--- src/rtl/pulse_stretcher_pkg.sv ---
// Shared definitions for the pulse stretcher: per-channel state encoding
// and the width helper used to size the channel timer.
package pulse_stretcher_pkg;

    typedef enum logic [1:0] {
        PS_IDLE = 2'd0,
        PS_HIGH = 2'd1,
        PS_LOW  = 2'd2
    } ps_state_e;

    function automatic int ps_clog2(input int v);
        int r;
        r = 0;
        while ((1 << r) < v) r++;
        return r;
    endfunction

endpackage

--- src/rtl/pulse_stretcher_channel.sv ---
// One stretcher channel: IDLE/HIGH/LOW FSM, cycle timer and a saturating
// count of events that arrived while the channel was busy.
module pulse_stretcher_channel
    import pulse_stretcher_pkg::*;
#(
    parameter int HIGH_CYCLES   = 4,
    parameter int LOW_CYCLES    = 3,
    parameter int PENDING_WIDTH = 2
) (
    input  logic clock,
    input  logic reset,
    input  logic in_i,
    input  logic clear_overflow_i,
    output logic out_o,
    output logic busy_o,
    output logic overflow_o
);

    localparam int TMAX = (HIGH_CYCLES > LOW_CYCLES) ? HIGH_CYCLES : LOW_CYCLES;
    localparam int TW   = ps_clog2(TMAX) + 1;
    localparam logic [TW-1:0] T_HIGH = TW'(HIGH_CYCLES - 1);
    localparam logic [TW-1:0] T_LOW  = TW'(LOW_CYCLES - 1);
    localparam logic [PENDING_WIDTH-1:0] PMAX = {PENDING_WIDTH{1'b1}};

    ps_state_e               state_q, state_d;
    logic [TW-1:0]           timer_q, timer_d;
    logic [PENDING_WIDTH-1:0] pend_q, pend_d;
    logic                    ovf_q, ovf_d;
    logic                    out_q, busy_q;
    logic                    consume, drop;

    always_comb begin
        state_d = state_q;
        timer_d = timer_q;
        pend_d  = pend_q;
        consume = 1'b0;
        drop    = 1'b0;
        unique case (state_q)
            PS_IDLE: begin
                if (in_i) begin
                    state_d = PS_HIGH;
                    timer_d = T_HIGH;
                end
            end
            PS_HIGH: begin
                if (timer_q == '0) begin
                    state_d = PS_LOW;
                    timer_d = T_LOW;
                end else begin
                    timer_d = timer_q - 1'b1;
                end
            end
            PS_LOW: begin
                // Re-arm straight from the last LOW cycle so back-to-back
                // pulses are separated by exactly LOW_CYCLES.
                if (timer_q == '0) begin
                    if ((pend_q != '0) || in_i) begin
                        state_d = PS_HIGH;
                        timer_d = T_HIGH;
                        consume = 1'b1;
                    end else begin
                        state_d = PS_IDLE;
                    end
                end else begin
                    timer_d = timer_q - 1'b1;
                end
            end
            default: state_d = PS_IDLE;
        endcase

        // A consume that coincides with a new event swaps one for the other.
        if (consume && !in_i) begin
            pend_d = pend_q - 1'b1;
        end else if (in_i && (state_q != PS_IDLE) && !consume) begin
            if (pend_q == PMAX) drop = 1'b1;
            else                pend_d = pend_q + 1'b1;
        end

        ovf_d = drop | (ovf_q & ~clear_overflow_i);
    end

    always_ff @(posedge clock) begin
        if (reset) begin
            state_q <= PS_IDLE;
            timer_q <= '0;
            pend_q  <= '0;
            ovf_q   <= 1'b0;
            out_q   <= 1'b0;
            busy_q  <= 1'b0;
        end else begin
            state_q <= state_d;
            timer_q <= timer_d;
            pend_q  <= pend_d;
            ovf_q   <= ovf_d;
            out_q   <= (state_d == PS_HIGH);
            busy_q  <= (state_d != PS_IDLE) || (pend_d != '0);
        end
    end

    assign out_o      = out_q;
    assign busy_o     = busy_q;
    assign overflow_o = ovf_q;

endmodule

--- src/rtl/pulse_stretcher.sv ---
// Converts single-cycle event strobes into fixed-width, guaranteed-gap level
// pulses; WIDTH fully independent channels.
module pulse_stretcher
    import pulse_stretcher_pkg::*;
#(
    parameter int WIDTH         = 1,
    parameter int HIGH_CYCLES   = 4,
    parameter int LOW_CYCLES    = 3,
    parameter int PENDING_WIDTH = 2
) (
    input  logic             clock,
    input  logic             reset,
    input  logic [WIDTH-1:0] in_i,
    input  logic [WIDTH-1:0] clear_overflow_i,
    output logic [WIDTH-1:0] out_o,
    output logic [WIDTH-1:0] busy_o,
    output logic [WIDTH-1:0] overflow_o
);

    if (WIDTH < 1 || HIGH_CYCLES < 1 || LOW_CYCLES < 1 || PENDING_WIDTH < 1) begin : g_bad_param
        $error("pulse_stretcher: illegal parameter value");
    end

    for (genvar i = 0; i < WIDTH; i++) begin : g_ch
        pulse_stretcher_channel #(
            .HIGH_CYCLES  (HIGH_CYCLES),
            .LOW_CYCLES   (LOW_CYCLES),
            .PENDING_WIDTH(PENDING_WIDTH)
        ) u_ch (
            .clock           (clock),
            .reset           (reset),
            .in_i            (in_i[i]),
            .clear_overflow_i(clear_overflow_i[i]),
            .out_o           (out_o[i]),
            .busy_o          (busy_o[i]),
            .overflow_o      (overflow_o[i])
        );
    end

endmodule

--- config.mk ---
export PLATFORM = sky130hd
export DESIGN_NAME = pulse_stretcher
export DESIGN_NICKNAME = d
export VERILOG_FILES = /design/src/rtl/pulse_stretcher_pkg.sv /design/src/rtl/pulse_stretcher_channel.sv /design/src/rtl/pulse_stretcher.sv
export SDC_FILE = /design/constraint.sdc
export NUM_CORES = 1
export LEC_CHECK = 0
export CAP_MARGIN = 20
export CORE_MARGIN = 2
export CORE_UTILIZATION = 35
export CTS_CLUSTER_SIZE = 14
export DETAILED_ROUTE_END_ITERATION = 8
export DONT_BUFFER_PORTS = 1
export PLACE_DENSITY_LB_ADDON = 0.2
export RECOVER_POWER = 100
export SLEW_MARGIN = 20
export SYNTH_ARGS = -nofsm -noshare
export SYNTH_HDL_FRONTEND = slang
export SYNTH_SLANG_ARGS = --single-unit
--- constraint.sdc ---
create_clock -name clock -period 2.02 [get_ports clock]
set_clock_uncertainty 0.2 [all_clocks]
set_input_delay 0.303 -clock clock [delete_from_list [all_inputs] [get_ports clock]]
set_output_delay 0.303 -clock clock [all_outputs]
set_load 0.05 [all_outputs]
# ---- Word level (Yosys, flattened, before mapping)
# Cells that the tools add are included.
dict set report op_classes {
  n_addsub 3
  mul 0
  n_div 0
  n_lt_le_gt_ge 0
  eq_ne 6
  shift 0
  n_mux 19
  n_bitwise 3
  reduce_logical 15
}
# op n
set op_table {}
lappend op_table {{$mux 2} 6}
lappend op_table {{$mux 3} 4}
lappend op_table {{$pmux 3 s3} 1}
lappend op_table {{$reduce_bool 2->1} 4}
lappend op_table {{$mux 1} 7}
lappend op_table {{$pmux 2 s3} 1}
lappend op_table {{$eq 2x1->1 const B} 2}
lappend op_table {{$eq 2x2->1 const B} 2}
lappend op_table {{$logic_and 1x1->1} 3}
lappend op_table {{$logic_not 3->1} 1}
lappend op_table {{$ne 3x3->1 const B} 1}
lappend op_table {{$reduce_and 3->1} 1}
lappend op_table {{$reduce_bool 3->1} 1}
lappend op_table {{$sub 3x1->3 const B} 1}
lappend op_table {{$add 2x1->2 const B} 1}
lappend op_table {{$logic_not 1->1} 2}
lappend op_table {{$logic_not 2->1} 1}
lappend op_table {{$logic_or 1x1->1} 2}
lappend op_table {{$ne 2x2->1 const B} 1}
lappend op_table {{$sub 2x1->2 const B} 1}
lappend op_table {{$and 1x1->1} 1}
lappend op_table {{$not 1->1} 1}
lappend op_table {{$or 1x1->1} 1}
dict set report totals {
  reg_bits 10
  latchBits 0
  ramBits 0
  mem_bits_ro 0
  in_bits 4
  output_inout_bits 3
  word_cells 52
  mem_count 0
}

# ---- Depth between registers and ports, before layout
dict set report depth {
  word_depth 11
  ltp_mapped 7
  depth_no_buf 7
}

# ---- Worst setup path before layout
# Ideal clock, no wire load.
dict set report synth_timing {
  kind {register -> register}
  start {register g_ch[0].u_ch.state_q[0]}
  end {register g_ch[0].u_ch.busy_q}
  setup_time_ns 0.127
  arrival_time_ns 1.656
  t_required_ns 1.693
  setup_slack_ns 0.037
  path_stages_with_launch 8
  path_buffers 0
  period_less_slack_ns 1.983
  cell_sequence {dfxtp_1 > inv_1 > ha_1 > or2_4 > a21oi_2 > o22ai_1 > a32o_1 > or3_1}
}
dict set report synth_via {
  elab_chain_cells 8
  elab_cells_between_ends 18
  classes_between {eq/ne (2); mux (7); reduce/logical (9)}
}
# item line
set synth_lines {}
lappend synth_lines {{start: declaration} pulse_stretcher_channel.sv:25} ;# ps_state_e state_q, state_d;
lappend synth_lines {{start signal: assignment} pulse_stretcher_channel.sv:91} ;# state_q <= state_d;
lappend synth_lines {{$eq 2x2->1} pulse_stretcher_channel.sv:38} ;# unique case (state_q)
lappend synth_lines {{$mux 1} pulse_stretcher_channel.sv:38}
lappend synth_lines {{$logic_not 1->1} pulse_stretcher_channel.sv:74} ;# end else if (in_i && (state_q != PS_IDLE) && !consume) begin
lappend synth_lines {{$logic_and 1x1->1} pulse_stretcher_channel.sv:74}
lappend synth_lines {{$mux 2} pulse_stretcher_channel.sv:74}
lappend synth_lines {{$mux 2} pulse_stretcher_channel.sv:72} ;# if (consume && !in_i) begin
lappend synth_lines {{$reduce_bool 2->1} pulse_stretcher_channel.sv:96} ;# busy_q <= (state_d != PS_IDLE) || (pend_d != '0);
lappend synth_lines {{$logic_or 1x1->1 (*)} pulse_stretcher_channel.sv:96}
lappend synth_lines {{end signal: assignment} pulse_stretcher_channel.sv:96}
lappend synth_lines {{end: declaration} pulse_stretcher_channel.sv:29} ;# logic out_q, busy_q;
# Every way passes the cells marked *; elsewhere a longest branch is shown, timed or not.
# A chain may end at the register's enable or synchronous reset.

# ---- Worst setup path after layout
# Ends and elaborated chain as after synthesis.

==> impl_metrics.env <==
export IMPL_clk_latency_ns=0.27
export IMPL_cp_arrival_ns=1.91
export IMPL_grt_pass1_wl_um=2450
export IMPL_crit_path_top_delay_cell="dfxtp_2"
export IMPL_max_cap_viol_count=0
export IMPL_synth_seq_area_share=0.304
export IMPL_ctsLongestPathBuffers=2
export IMPL_die_area_um2=2250
export IMPL_cp_required_ns=1.98
export IMPL_outcome="completed"
export IMPL_end_kind="register"
export IMPL_min_period_ns=1.95
export IMPL_rsz0062_at_grt="no"
export IMPL_dp_hpwl_um=1070
export IMPL_drive_gt1_frac=0.308
export IMPL_detail_route_antenna_nets=0
export IMPL_wire_per_inst_um=13.7
export IMPL_syn_nets=91
export IMPL_finalCoreUtilization=0.492
export IMPL_slew_headroom=0.672
export IMPL_cts_clk_slew_worst_paths_ns=0.08
export IMPL_setup_viol=0
export IMPL_criticalPathCategory="register to register"
export IMPL_path_cells="buf_4, ha_2, or2_4, a21oi_4, o22ai_2, a32o_1, or3_1"
export IMPL_start_util=0.378
export IMPL_ctsHtreeMaxLevel=1
export IMPL_area_growth_pct=30.2
export IMPL_cts_setup_buffers=0
export IMPL_final_max_slew_viol_count=0
export IMPL_timing_final_crit_share=0.966
export IMPL_die_height_um=47.4
export IMPL_grt_usage=0.163
export IMPL_ir_worst_vdd_uv=740
export IMPL_dieWidth_um=47.4
export IMPL_grt_max_degree=8
export IMPL_vias=600
export IMPL_yosysWarnings=0
export IMPL_num_antenna_cells=0
export IMPL_num_rows=15
export IMPL_vias_per_cell=5.17
export IMPL_place_congestion=0.841
export IMPL_whs_ns=0.0335
export IMPL_num_io_pins=7
export IMPL_root_buffer="clkbuf_4"
export IMPL_reg2reg_slack_ns=0.07
export IMPL_synthTopCellsByArea="dfxtp_1, ha_1, nor2_1"
export IMPL_numPortBuffers=0
export IMPL_antenna_found_initial=0
export IMPL_powerDensity_nw_per_um2=1540
export IMPL_critPathLaunchType="register"
export IMPL_syn_cell_area_um2=659
export IMPL_first_pass_iters=4
export IMPL_tightest_slew_ns=0.492
export IMPL_drc_errors=0
export IMPL_synth_area_leader_cell="dfxtp_1"
export IMPL_hold_path_class="primary input to register"
export IMPL_grt_overflow=0
export IMPL_cp_slowest_stage_delay_ns=0.33
export IMPL_drtIter0Drc=18
export IMPL_p_leak_nw=0.366
export IMPL_synth_seq_cells=10
export IMPL_wirelength_um=1590
export IMPL_core_area_um2=1750
export IMPL_clock_fmax_mhz=512
export IMPL_finalNetCount=105
export IMPL_cts_tree="done"
export IMPL_yosysUniqueCellTypes=30
export IMPL_path_max_fanout=3
export IMPL_final_hold_violation_count=0
export IMPL_clkSinkCount=10
export IMPL_grt_pass1_vias=553
export IMPL_synthCells=78
export IMPL_synth_top_cell_area_share=0.304
export IMPL_cts_made_buffers=3
export IMPL_avgSynthCellArea_um2=8.45
[metrics by stage]
step	std cells	TNS [ns]	total power, mW	worst slack, ns	area (um^2)
floorplan	78	0	0.783	0.0368	659
global placement	111	0	0.982	0.0105	751
detailed placement	111	-0.0106	0.989	-0.0106	751
CTS	116	0	1.19	0.00692	800
global route	116	0	1.41	0.00630	858
finish	116	0	1.32	0.0685	858
[cells in the final DEF (no fill, tap or decap), types with 2 or more instances in the layout]
cell,synthesis,final
inv_2,0,2
nor2_1,10,9
buf_4,0,8
ha_1,9,5
clkbuf_4,0,3
nor2b_1,3,2
nor3_1,4,4
a31oi_1,2,2
or3_1,2,2
ha_4,0,3
nand2b_1,2,2
inv_1,7,5
dfxtp_2,0,2
a21oi_1,3,3
dfxtp_1,10,8
nand2_1,7,7
[synth_stat cells]
library cell  number
a21oi_2            1
o21bai_1           1
nand2_1            7
a211oi_2           1
nand3_1            1
nor2b_1            3
o22ai_1            1
a21oi_1            3
or3_1              2
dfxtp_1           10
a311oi_1           1
o2bb2ai_1          1
or2_4              1
o2111a_1           1
o21ai_1            1
a22oi_1            1
and3_1             1
nor2_1            10
a31oi_1            2
nand3b_1           1
a211oi_1           1
nor3b_1            1
nor3_1             4
ha_1               9
and3b_2            1
nand3b_4           1
nand2b_1           2
a32o_1             1
inv_1              7
and2_1             1
[registers in the layout, indices dropped and copies added (netlist names)]
name                  cells
g_ch.u_ch.pend_q          2
g_ch.u_ch.timer_q         3
g_ch.u_ch.overflow_o      1
g_ch.u_ch.state_q         2
g_ch.u_ch.out_o           1
g_ch.u_ch.busy_o          1
[critical path, delay by kind of cell (launching register included)]
family          cells  cell delay, ns
compound gates      3            0.46
fa+ha+maj           1            0.18
buf+inv             1            0.14
flops               1            0.33
simple gates        2            0.54
[where the power goes]
group	leakage (nW)	total (mW)	switching (mW)	internal (mW)
clock	0.0210	0.187	0.0778	0.110
sequential	0.0831	0.370	0.106	0.264
combinational	0.262	0.764	0.392	0.372
total	0.366	1.32	0.576	0.745
[kinds of logic (layout without fill, tap and decap cells)]
logic type | count (synthesis) | in the layout | share of synthesized area
simple gates | 36 | 36 | 0.302
compound gates | 16 | 16 | 0.184
flops | 10 | 10 | 0.304
fa+ha+maj | 9 | 9 | 0.171
buf+inv | 7 | 20 | 0.0399
[area by class of cell]
class / instances / area, um^2
clock buffer: 4 / 36.3
fill: 162 / 887
inverter: 7 / 26.3
multi-input combinational: 61 / 492
sequential: 10 / 203
tap: 25 / 31.3
timing repair buffer: 9 / 70.1
[routing by layer]
metal / vias to the layer above / global-route usage / part of all wire
met1: 280 / 0.202 / 0.44
met5: - / 0 / 0
met3: 2 / 0.0769 / 0.066
met2: 17 / 0.238 / 0.48
met4: 0 / 0.0722 / 0.015
li1: 301 / - / -
[final timing paths]
kind	from	end	depth (start not counted)
max	g_ch[0].u_ch.state_q[0]	g_ch[0].u_ch.busy_o	7
min	reset	g_ch[0].u_ch.state_q[0]	3
max reg2reg	g_ch[0].u_ch.state_q[0]	g_ch[0].u_ch.busy_o	7
min reg2reg	g_ch[0].u_ch.timer_q[1]	g_ch[0].u_ch.timer_q[1]	2
[what timing repair did]
item	4_1_cts	5_1_grt
endpoints found under the hold margin	5	0
resized for setup	1	14
setup endpoints to repair	1	2
pin swaps	0	3
hold buffers	1	0
No activity file was read; power rests on OpenSTA's default activity.
